--- config.mk ---
export PLATFORM = sky130hd
export DESIGN_NAME = ccff_chain_loader
export DESIGN_NICKNAME = d
export VERILOG_FILES = /design/src/rtl/ccff_loader_pkg.sv /design/src/rtl/ccff_word_serializer.sv /design/src/rtl/ccff_chain_loader.sv
export SDC_FILE = /design/constraint.sdc
export NUM_CORES = 1
export LEC_CHECK = 0
export ABC_AREA = 1
export CORE_MARGIN = 5
export CORE_UTILIZATION = 47
export CTS_CLUSTER_SIZE = 40
export DETAILED_ROUTE_END_ITERATION = 8
export PLACE_DENSITY = 0.79
export SETUP_SLACK_MARGIN = 0.5
export SLEW_MARGIN = 30
export SYNTH_ARGS = -nofsm -noshare
export SYNTH_HDL_FRONTEND = slang
export SYNTH_SLANG_ARGS = --single-unit
--- constraint.sdc ---
create_clock -name prog_clk -period 1.4 [get_ports prog_clk]
set_input_delay 0.21 -clock prog_clk [delete_from_list [all_inputs] [get_ports prog_clk]]
set_output_delay 0.21 -clock prog_clk [all_outputs]
set_load 0.005 [all_outputs]
--- src/rtl/ccff_loader_pkg.sv ---
// Shared types and helpers for the configuration-chain loader.
package ccff_loader_pkg;

    // Loader control states.
    typedef enum logic [1:0] {
        IDLE   = 2'd0,
        FETCH  = 2'd1,
        SHIFT  = 2'd2,
        FINISH = 2'd3
    } state_t;

    // Width needed to count from 0 up to and including len.
    function automatic int cnt_w(input int len);
        return $clog2(len + 1);
    endfunction

endpackage

--- src/rtl/ccff_word_serializer.sv ---
// Word-to-bit serializer: loads one bitstream word and presents it MSB-first
// on a registered head bit, with a registered clock enable that is high for
// exactly the number of bits requested at load time.
module ccff_word_serializer #(
    parameter int WORD_W = 8,
    parameter int CNT_W  = 7
) (
    input  logic              clk,
    input  logic              reset,
    input  logic              load,
    input  logic [WORD_W-1:0] data,
    input  logic [CNT_W-1:0]  load_bits,
    output logic              head,
    output logic              clk_en,
    output logic              last
);

    logic [WORD_W-1:0] sr;
    logic [CNT_W-1:0]  bits_left;

    // bits_left counts the bit currently on head, so 1 means this is the last one.
    assign last = clk_en && (bits_left == CNT_W'(1));

    // Shift register, remaining-bit counter and registered chain outputs.
    // NOTE: reset is synchronous and all state uses non-blocking assignments so
    // every flop updates from pre-edge values; head holds its value when idle.
    always_ff @(posedge clk) begin
        if (reset) begin
            sr        <= '0;
            bits_left <= '0;
            head      <= 1'b0;
            clk_en    <= 1'b0;
        end else if (load) begin
            head      <= data[WORD_W-1];
            sr        <= data << 1;
            bits_left <= load_bits;
            clk_en    <= 1'b1;
        end else if (bits_left > CNT_W'(1)) begin
            head      <= sr[WORD_W-1];
            sr        <= sr << 1;
            bits_left <= bits_left - CNT_W'(1);
            clk_en    <= 1'b1;
        end else begin
            bits_left <= '0;
            clk_en    <= 1'b0;
        end
    end

endmodule

--- src/rtl/ccff_chain_loader.sv ---
// Configuration-chain initiator: streams bitstream words into the fabric
// configuration chain, optionally checks the tail against the new bits, and
// releases IO isolation only after a clean, complete load.
module ccff_chain_loader
    import ccff_loader_pkg::*;
#(
    parameter int CHAIN_LEN = 64,
    parameter int WORD_W    = 8,
    parameter int CNT_W     = cnt_w(CHAIN_LEN)
) (
    input  logic              prog_clk,
    input  logic              prog_reset,
    input  logic              start,
    input  logic              verify,
    input  logic [WORD_W-1:0] s_data,
    input  logic              s_valid,
    output logic              s_ready,
    output logic              ccff_head,
    output logic              ccff_clk_en,
    input  logic              ccff_tail,
    output logic              IO_ISOL_N,
    output logic              busy,
    output logic              done,
    output logic              err,
    output logic [CNT_W-1:0]  mismatch_cnt
);

    state_t           state, state_next;
    logic [CNT_W-1:0] bit_cnt;
    logic [CNT_W-1:0] word_bits;
    logic             verify_q;
    logic             load;
    logic             word_last;
    logic             verify_fail;

    assign load        = (state == FETCH) && s_valid;
    assign verify_fail = verify_q && (mismatch_cnt != '0);

    ccff_word_serializer #(
        .WORD_W (WORD_W),
        .CNT_W  (CNT_W)
    ) u_serializer (
        .clk       (prog_clk),
        .reset     (prog_reset),
        .load      (load),
        .data      (s_data),
        .load_bits (word_bits),
        .head      (ccff_head),
        .clk_en    (ccff_clk_en),
        .last      (word_last)
    );

    // Bits to take from the next word: a full word, or only what the chain still needs.
    always_comb begin
        if (CHAIN_LEN - int'(bit_cnt) > WORD_W) begin
            word_bits = CNT_W'(WORD_W);
        end else begin
            word_bits = CNT_W'(CHAIN_LEN - int'(bit_cnt));
        end
    end

    // State register.
    always_ff @(posedge prog_clk) begin
        if (prog_reset) begin
            state <= IDLE;
        end else begin
            state <= state_next;
        end
    end

    // Next-state and handshake/status decode.
    // NOTE: every output of this block gets a default first, so no path can
    // leave one unassigned and infer a latch.
    always_comb begin
        state_next = state;
        s_ready    = 1'b0;
        busy       = 1'b0;
        done       = 1'b0;
        case (state)
            IDLE: begin
                if (start) state_next = FETCH;
            end
            FETCH: begin
                s_ready = 1'b1;
                busy    = 1'b1;
                if (s_valid) state_next = SHIFT;
            end
            SHIFT: begin
                busy = 1'b1;
                if (word_last) begin
                    state_next = (bit_cnt == CNT_W'(CHAIN_LEN - 1)) ? FINISH : FETCH;
                end
            end
            FINISH: begin
                done       = 1'b1;
                state_next = IDLE;
            end
            default: state_next = IDLE;
        endcase
    end

    // Load bookkeeping: bit count, tail comparison, and end-of-load status.
    always_ff @(posedge prog_clk) begin
        if (prog_reset) begin
            bit_cnt      <= '0;
            mismatch_cnt <= '0;
            verify_q     <= 1'b0;
            err          <= 1'b0;
            IO_ISOL_N    <= 1'b0;
        end else if (state == IDLE && start) begin
            bit_cnt      <= '0;
            mismatch_cnt <= '0;
            verify_q     <= verify;
            err          <= 1'b0;
            IO_ISOL_N    <= 1'b0;
        end else begin
            if (ccff_clk_en) begin
                bit_cnt <= bit_cnt + CNT_W'(1);
                if (verify_q && (ccff_tail != ccff_head)) begin
                    mismatch_cnt <= mismatch_cnt + CNT_W'(1);
                end
            end
            if (state == FINISH) begin
                err       <= verify_fail;
                IO_ISOL_N <= !verify_fail;
            end
        end
    end

endmodule

==> impl_metrics.ini, run 1 <==
[setup_path]
cp-end-kind = register
path_buf_inv = 2
reg2reg_setup_slack_ps = -250
crit_required_ps = 1590
cp-start-kind = register
cp_max_fo = 7
worstRegToRegCells = 13
reg2reg_to = u_serializer.bits_left[3]$_SDFF_PP0_
r2r_start = bit_cnt[1]$_SDFFE_PP0P_
cpMostUsedCell = nand2_1
cp_top_family = simple AND/OR/NAND/NOR gates
path_depth = 13
crit_start = bit_cnt[1]$_SDFFE_PP0P_
cp_slowest_cell = dfxtp_2
arrival_ps = 1830
slowest_delay_ps = 330
crit_chain = inv_2, ha_4, inv_2, nor2_4, nand3_2, nand2_2, nand2_1, nor2_1, nand2_1, nand2_4, nand2_1, nand2_1, a21oi_1
crit_type = reg2reg

[synthesis]
synth_top_cell_by_area = dfxtp_1
synth_seq_cells = 35
syn_area_per_cell_um2 = 7.156
yosysTopAreaCellShare_pct = 37.09
ys.warnings.count = 0
netlist_instances = 264
synth_cell_type_count = 31
seq_area_frac_synth_pct = 37.09
synth.cell_area_mm2 = 0.001889
yosys-top-cells-area = dfxtp_1, nand2_1, ha_1, inv_1, a21oi_1
syn-num-nets = 289

[sta]
clock_skew_ps = 8.239
holdWs_ps = 470.5
period_minus_slack_ps = 1647
worstMarginPinSlew_ps = 312.9
fmax_mhz = 607.0
period_share_pct = 117.7
slew_violations = 0
timing_hold_violations_final = 0
max_slew_margin_pct = 79.00
tns_ps = -1407
setup_violations = 9
fin_ws_ps = -247.5
rsz0062_at_grt = true

[hold_path]
worst_hold_path.num_cells = 2
holdPathEnd = u_serializer.sr[1]$_SDFFE_PP0P_
hp-start = u_serializer.sr[1]$_SDFFE_PP0P_
min_path_type = reg2reg

[layout]
layout_commonest_cell = nand2_1
final_cells = 405
nNetsFinal = 379
syn2layout_area_growth_pct = 78.15
final_area_mm2 = 0.003366
final_cell_mix = nand2_1, buf_4, buf_6
layout-drive-gt1-share_pct = 53.80
antenna_cells = 0

[flow_run]
max_cap_violations = 0

[placed_design]
dpl_cell_area_mm2 = 0.002562
globalplace.congestion = 0.8505
placedCellCount = 360
dp_hpwl_mm = 3.405
dp_slack_ps = -264.3
io_buffers = 27

[detailed_routing]
ant_nets = 0
drtPass1Iterations = 4
vias = 2253
routed_wl_mm = 7.227
viasPerCell = 5.563
wl_per_cell_um = 17.84
drt_iter0_markers = 135
drc = 0

[grt]
antenna_found_initial = 0
grt_pass1_wl_mm = 9.770
met1_usage_pct = 25.86
grt_overflow_total = 0
grt_pass1_vias = 2186
grt_max_degree = 20
busiest_layer = met2
gr-usage-met3_pct = 3.694
met2_usage_pct = 45.08
grt_util_all_layers_pct = 23.63

[status]
violations = setup timing
status = finished, violations left

[clock_tree]
postCtsHoldBufs = 0
path_clk_slew_ps = 70
clockBufferDepth = 2
cts_tree = built
htree_num_levels = 2
root_buffer = clkbuf_8
cts_buffers = 5
clkLatencyLatePin_ps = 310
cts_sinks = 35

[floorplan]
die_h_um = 73.40
coreArea_mm2 = 0.003943
fp.dieW_um = 73.40
start_util_pct = 47.92
rows = 23
die_area_mm2 = 0.005388
io_pins = 28

[power_and_ir_drop]
cellLeakagePower_uw = 0.001441
peakVddDrop_mv = 1.678
pwr_density_cell_mw_per_mm2 = 1940
## state kept, by name, indices dropped and copies added, names as in the netlist
signal	flops
bit_cnt	7
mismatch_cnt	7
u_serializer.bits_left	7
u_serializer.sr	7
state	2
IO_ISOL_N	1
err	1
u_serializer.clk_en	1
u_serializer.head	1
verify_q	1
## metrics by stage
stage	total power [uW]	utilization (%)
final	6528	85.37
after global routing	6919	85.37
after CTS	5953	79.50
after detailed placement	4313	65.00
after global placement	4239	65.00
after floorplan	3361	-
## synthesized netlist by cell type
cell type and n:
nand2_1 64, dfxtp_1 35, inv_1 32, a21oi_1 21
nor2_1 20, nand3_1 17, ha_1 11, nor3_1 8
o21ai_0 8, xor2_1 7, a31oi_1 6, nand4_1 4
clkbuf_1 3, nor2_2 3, a211oi_1 2, a22oi_1 2
buf_2 2, inv_2 2, nand2_2 2, nor2_4 2
nor3_2 2, nor3b_1 2, a21oi_2 1, and2_4 1
buf_4 1, nand3_2 1, nand3b_2 1, o21ai_1 1
o31ai_1 1, or2_0 1, xnor2_1 1
## layer usage
| layer | share of wire, % | routed length (um) |
|---|---|---|
| met4 | 5.9 | 430 |
| met5 | 0 | 0 |
| met2 | 52 | 3792 |
| met1 | 37 | 2650 |
| met3 | 4.9 | 354 |
## where the power goes
| part | leakage (uW) | internal [uW] | switching (uW) |
|---|---|---|---|
| combinational | 0.00108 | 1960 | 2100 |
| clock | 0.0000612 | 577 | 411 |
| sequential | 0.000296 | 1230 | 249 |
## kinds of logic (layout without fill, tap and decap cells)
group,Yosys count,in the layout,share of synthesized area (%)
xor gates and xnor gates,8,8,3.709
buffers and inverters,40,130,8.279
adders and majority gates,11,11,7.285
AOI/OAI and AO/OA,42,42,12.38
and+or+nand+nor,128,129,31.26
DFF,35,35,37.09
## how the worst max path moves through the flow
stage,to,slack (ps)
after detailed placement,mismatch_cnt[5]$_SDFFE_PP0P_,-260
after CTS,u_serializer.bits_left[3]$_SDFF_PP0_,-100
after global placement,mismatch_cnt[5]$_SDFFE_PP0P_,-240
after global routing,u_serializer.bits_left[3]$_SDFF_PP0_,-270
final,u_serializer.bits_left[3]$_SDFF_PP0_,-250
after floorplan,u_serializer.bits_left[3]$_SDFF_PP0_,10
## tightest hold or removal path, delay by kind of cell (launching register included)
kind	cells	cell delay, ps
AND/OR/NAND/NOR	1	60
flip-flops	1	320
AO/OA/AOI/OAI	1	50
## repair_timing
item / in CTS / in global routing
cloned: 2 / 0
pin swaps: 27 / 22
resized for setup: 138 / 40
setup buffers: 26 / 9
endpoints found under the setup margin: 49 / 49
## final cells by class
type	count	area, um^2
Timing Repair inverter	1	16.27
Clock buffer	6	82.58
Tap cell	50	62.56
Fill cell	178	576.8
Multi-Input combinational cell	190	1465
Timing Repair Buffer	87	798.3
Sequential cell	35	743.2
Inverter	34	162.7
Clock inverter	2	35.03
(Power assumes the default switching activity.)
==> inputs of run 2 (changes only) <==
--- a/config.mk
+++ b/config.mk
@@ -10,7 +10,8 @@
 export CORE_UTILIZATION = 47
 export CTS_CLUSTER_SIZE = 40
 export DETAILED_ROUTE_END_ITERATION = 8
-export PLACE_DENSITY = 0.79
+export GPL_ROUTABILITY_DRIVEN = 1
+export PLACE_DENSITY = 0.76
 export SETUP_SLACK_MARGIN = 0.5
 export SLEW_MARGIN = 30
 export SYNTH_ARGS = -nofsm -noshare
==> constraint.sdc (replaced) <==
create_clock -name prog_clk -period 2 [get_ports prog_clk]
set_input_delay 0.3 -clock prog_clk [delete_from_list [all_inputs] [get_ports prog_clk]]
set_output_delay 0.3 -clock prog_clk [all_outputs]
set_load 0.005 [all_outputs]
==> run 2 against run 1 <==
Effect of this change:
- the flow now finishes without violations
- sequential share of layout area grew 5.5 points
- hold slack lost 10 ps
- critical path type is now reg2out
- critical path depth shrank 10
==> impl_metrics.ini, run 2 (same netlist as run 1, synthesis figures left out) <==
[status]
status = completed

[setup_path]
cp_top_family = buffers and inverters
cp-start-kind = register
cp-end-kind = output pin
cp_max_fo = 5
reg2reg_to = u_serializer.bits_left[3]$_SDFF_PP0_
r2r_start = bit_cnt[0]$_SDFFE_PP0P_
cp_slowest_cell = dfxtp_4
path_buf_inv = 2
crit_required_ps = 1700
worstRegToRegCells = 13
crit_chain = buf_4, ha_4, dlygate4sd2_1
reg2reg_setup_slack_ps = 520
arrival_ps = 1220
crit_type = reg2out
slowest_delay_ps = 360

[layout]
final_area_mm2 = 0.002661
nNetsFinal = 340
layout-drive-gt1-share_pct = 28.80
antenna_cells = 0
regArea_um2 = 734.5
syn2layout_area_growth_pct = 40.86
final_cell_mix = nand2_1, inv_1, dfxtp_1, clkdlybuf4s50_1, buf_4
multi_input_area_mm2 = 0.001197
utilization_pct = 67.50
fillers = 313
final_cells = 366
layout_commonest_cell = nand2_1

[power_and_ir_drop]
cellLeakagePower_uw = 0.001114
peakVddDrop_mv = 0.7249
pwr_density_cell_mw_per_mm2 = 1313

[clock_tree]
root_buffer = clkbuf_8
cts_sinks = 35
cts_tree = built
clkLatencyLatePin_ps = 290
path_clk_slew_ps = 70
cts_buffers = 5
postCtsHoldBufs = 0
htree_num_levels = 2
clockBufferDepth = 2

[detailed_routing]
wl_per_cell_um = 13.28
drt_iter0_markers = 130
routed_wl_mm = 4.860
vias = 1884
drtPass1Iterations = 4
viasPerCell = 5.148
drc = 0
ant_nets = 0

[hold_path]
min_path_type = reg2reg
hp-start = err$_SDFFE_PP0P_
holdPathEnd = err$_SDFFE_PP0P_
worst_hold_path.num_cells = 2

[sta]
fin_ws_ps = 482.0
setup_violations = 0
worstMarginPinSlew_ps = 307.6
rsz0062_at_grt = true
tns_ps = 0
clock_skew_ps = 2.896
period_share_pct = 75.90
timing_hold_violations_final = 0
slew_violations = 0
period_minus_slack_ps = 1518
fmax_mhz = 658.8
max_slew_margin_pct = 79.47

[placed_design]
dp_slack_ps = 155.3
dp_hpwl_mm = 3.007
globalplace.congestion = 0.7987
io_buffers = 27
dpl_cell_area_mm2 = 0.002233
placedCellCount = 340

[floorplan]
fp.dieW_um = 73.40
start_util_pct = 47.92
die_h_um = 73.40
rows = 23
die_area_mm2 = 0.005388
io_pins = 28
coreArea_mm2 = 0.003943

[grt]
met2_usage_pct = 27.41
grt_max_degree = 20
grt_pass1_vias = 1743
busiest_layer = met2
met1_usage_pct = 23.30
grt_overflow_total = 0
grt_util_all_layers_pct = 17.92
antenna_found_initial = 0
gr-usage-met3_pct = 4.788
grt_pass1_wl_mm = 7.507

[flow_run]
max_cap_violations = 0
[run 2: worst register-to-register path: stages, from the launching register on]
cell and delay (ps):
dfxtp_2 330, inv_2 70, ha_4 150, inv_2 40, nor2_4 110, nand3_2 80
nand2_2 70, nand2_2 50, nor2_2 110, nand2_2 70, nand2_4 100, nand2_2 60
nand2_2 70, a21oi_2 50
[run 2: how the worst max path moves through the flow]
stage	startpoint	endpoint	slack, ps	cells past startpoint
final	state[0]$_SDFFE_PP0P_	done	480	3
after global routing	bit_cnt[0]$_SDFFE_PP0P_	u_serializer.bits_left[6]$_SDFF_PP0_	400	11
after CTS	state[0]$_SDFFE_PP0P_	busy	390	3
after detailed placement	ccff_tail	mismatch_cnt[6]$_SDFFE_PP0P_	160	7
after global placement	ccff_tail	mismatch_cnt[6]$_SDFFE_PP0P_	250	7
after floorplan	bit_cnt[0]$_SDFFE_PP0P_	u_serializer.bits_left[3]$_SDFF_PP0_	510	13
[run 2: routing by layer]
| layer | wire (um) | vias up |
|---|---|---|
| met3 | 218 | 14 |
| met5 | 0 | - |
| li1 | - | 959 |
| met4 | 118 | 0 |
| met1 | 2157 | 860 |
| met2 | 2365 | 51 |
[run 2: where the power goes]
group          leakage [uW]  switching [uW]  internal (uW)
clock             0.0000515             241            314
combinational      0.000770            1110            837
sequential         0.000293             129            857
total               0.00111            1480           2010
[run 2: cell type report]
class | count | share of cell area (%)
Timing Repair Buffer | 49 | 16.41
Multi-Input combinational cell | 190 | 44.99
Clock buffer | 8 | 3.761
Tap cell | 50 | 2.351
Inverter | 34 | 4.890
Sequential cell | 35 | 27.60
[run 2: per-stage QoR]
step	power [uW]	hold slack [ps]
final	3494	460.6
after detailed placement	2492	456.5
after global routing	3789	503.2
after floorplan	2106	439.0
after CTS	3207	465.8
after global placement	2473	452.7
[run 2: timing repair]
action,CTS,global route
endpoints found under the setup margin,29,38
gates resized for setup,29,42
cloned,1,0
hold endpoints to repair,0,0
pin swaps,5,11
setup buffers,7,10
==> inputs of run 3 (changes only) <==
--- a/config.mk
+++ b/config.mk
@@ -11,7 +11,7 @@
 export CTS_CLUSTER_SIZE = 40
 export DETAILED_ROUTE_END_ITERATION = 8
 export GPL_ROUTABILITY_DRIVEN = 1
-export PLACE_DENSITY = 0.76
+export PLACE_DENSITY = 0.79
 export SETUP_SLACK_MARGIN = 0.5
 export SLEW_MARGIN = 30
 export SYNTH_ARGS = -nofsm -noshare
==> constraint.sdc (replaced) <==
create_clock -name prog_clk -period 1.35 [get_ports prog_clk]
set_input_delay 0.2025 -clock prog_clk [delete_from_list [all_inputs] [get_ports prog_clk]]
set_output_delay 0.2025 -clock prog_clk [all_outputs]
set_load 0.005 [all_outputs]
==> run 3 against run 2 <==
Effect of this change:
- the run now ends with setup timing left
- core utilization is 21 points higher
- register-to-register slack worse by 850 ps
- final cell count up 13%
- global-route usage up 10 points
- wire length is 84% higher
- sequential share of layout area fell by 6.5 points
- clock power up 40%
- largest power group unchanged
==> impl_metrics.ini, run 3 (same netlist as run 1, synthesis figures left out) <==
[status]
status = finished, violations left
violations = setup timing

[detailed_routing]
ant_nets = 0
drtPass1Iterations = 5
wl_per_cell_um = 21.62
drc = 0
drt_iter0_markers = 253
routed_wl_mm = 8.927
viasPerCell = 6.002
vias = 2479

[sta]
slew_violations = 0
setup_violations = 25
worstMarginPinSlew_ps = 346.0
rsz0062_at_grt = true
max_slew_margin_pct = 76.81
fin_ws_ps = -325.9
fmax_mhz = 596.7
clock_skew_ps = 9.642
tns_ps = -3627
timing_hold_violations_final = 0
period_share_pct = 124.1
period_minus_slack_ps = 1676

[placed_design]
dp_slack_ps = -305.9
dp_hpwl_mm = 3.504
globalplace.congestion = 0.8121
io_buffers = 27
placedCellCount = 372

[setup_path]
crit_required_ps = 1590
r2r_start = bit_cnt[1]$_SDFFE_PP0P_
cp-start-kind = register
arrival_ps = 1910
crit_start = bit_cnt[1]$_SDFFE_PP0P_
reg2reg_setup_slack_ps = -330
cp-end-kind = register
reg2reg_to = u_serializer.bits_left[4]$_SDFF_PP0_
crit_type = reg2reg
worstRegToRegCells = 12
cp_max_fo = 7

[clock_tree]
cts_sinks = 35
htree_num_levels = 2
root_buffer = clkbuf_8
clkLatencyLatePin_ps = 310
clockBufferDepth = 2
cts_buffers = 5
cts_tree = built
path_clk_slew_ps = 80

[layout]
antenna_cells = 0
layout_commonest_cell = nand2_1
nNetsFinal = 387
final_cells = 413
layout-drive-gt1-share_pct = 55.10
fillers = 154
final_cell_mix = nand2_1, buf_4, buf_6
syn2layout_area_growth_pct = 85.30
utilization_pct = 88.80

[floorplan]
die_h_um = 73.40
start_util_pct = 47.92
fp.dieW_um = 73.40
io_pins = 28
rows = 23
coreArea_mm2 = 0.003943
die_area_mm2 = 0.005388

[flow_run]
max_cap_violations = 0

[power_and_ir_drop]
peakVddDrop_mv = 1.664
pwr_density_cell_mw_per_mm2 = 2068
finalPower_uw = 7241
cellLeakagePower_uw = 0.001489

[grt]
grt_pass1_wl_mm = 11.42
grt_overflow_total = 0
antenna_found_initial = 0
grt_pass1_vias = 2358
grt_util_all_layers_pct = 27.98
grt_max_degree = 20

[hold_path]
hp-start = s_data[5]
holdPathEnd = u_serializer.sr[6]$_SDFFE_PP0P_
min_path_type = in2reg
worst_hold_path.num_cells = 3
run 3: worst max-delay path by stage:
stage	end	slack, ps	cells after the start
after floorplan	u_serializer.bits_left[3]$_SDFF_PP0_	-40	13
after detailed placement	mismatch_cnt[2]$_SDFFE_PP0P_	-310	6
after global routing	u_serializer.bits_left[6]$_SDFF_PP0_	-450	11
after CTS	u_serializer.bits_left[3]$_SDFF_PP0_	-120	13
after global placement	mismatch_cnt[5]$_SDFFE_PP0P_	-280	7
final	u_serializer.bits_left[4]$_SDFF_PP0_	-330	12
run 3: critical path, cell delays in order (launching register included):
cell and delay (ps):
dfxtp_2 330, inv_2 70, ha_4 160, inv_2 50
nor2_4 170, nand3_2 90, nand2_2 80, nand2_1 50
nor2_1 100, nand2_1 100, nand2_4 140, nand2_1 130
a21oi_2 130
run 3: layout make-up:
class                      count  area, um^2  area share [%]
clock buffer                   7       76.32           2.180
clock inverter                 1       5.005          0.1430
inverter                      34       165.2           4.718
multi-input combinational    190        1506           43.03
sequential                    35       739.5           21.12
tap                           50       62.56           1.787
timing repair buffer          96       945.9           27.02
run 3: metal layers:
layer  wire length (um)  global-route usage, %  vias to the layer above
li1                   -                      -                     1062
met1               3058                  28.82                     1167
met2               4428                  51.04                      168
met3                664                  6.840                       82
met4                775                  15.90                        0
met5                  0                      0                        -
run 3: what timing repair did:
item,CTS,global route
hold buffers,0,0
pin swaps,31,29
buffers inserted,28,4
endpoints found under the setup margin,49,49
gates resized for setup,138,53
cloned,1,0
run 3: per-stage QoR:
| step | hold slack [ps] | area [um^2] |
|---|---|---|
| floorplan | 345.1 | 2078 |
| global placement | 444.3 | 2668 |
| detailed placement | 457.9 | 2668 |
| CTS | 462.3 | 3209 |
| global route | 517.8 | 3501 |
| finish | 472.6 | 3501 |
run 3: power by group:
part | switching [uW] | leakage (uW) | total (uW) | internal, uW
combinational | 2590 | 0.00115 | 4950 | 2370
sequential | 236 | 0.000296 | 1510 | 1280
clock | 416 | 0.0000422 | 779 | 363
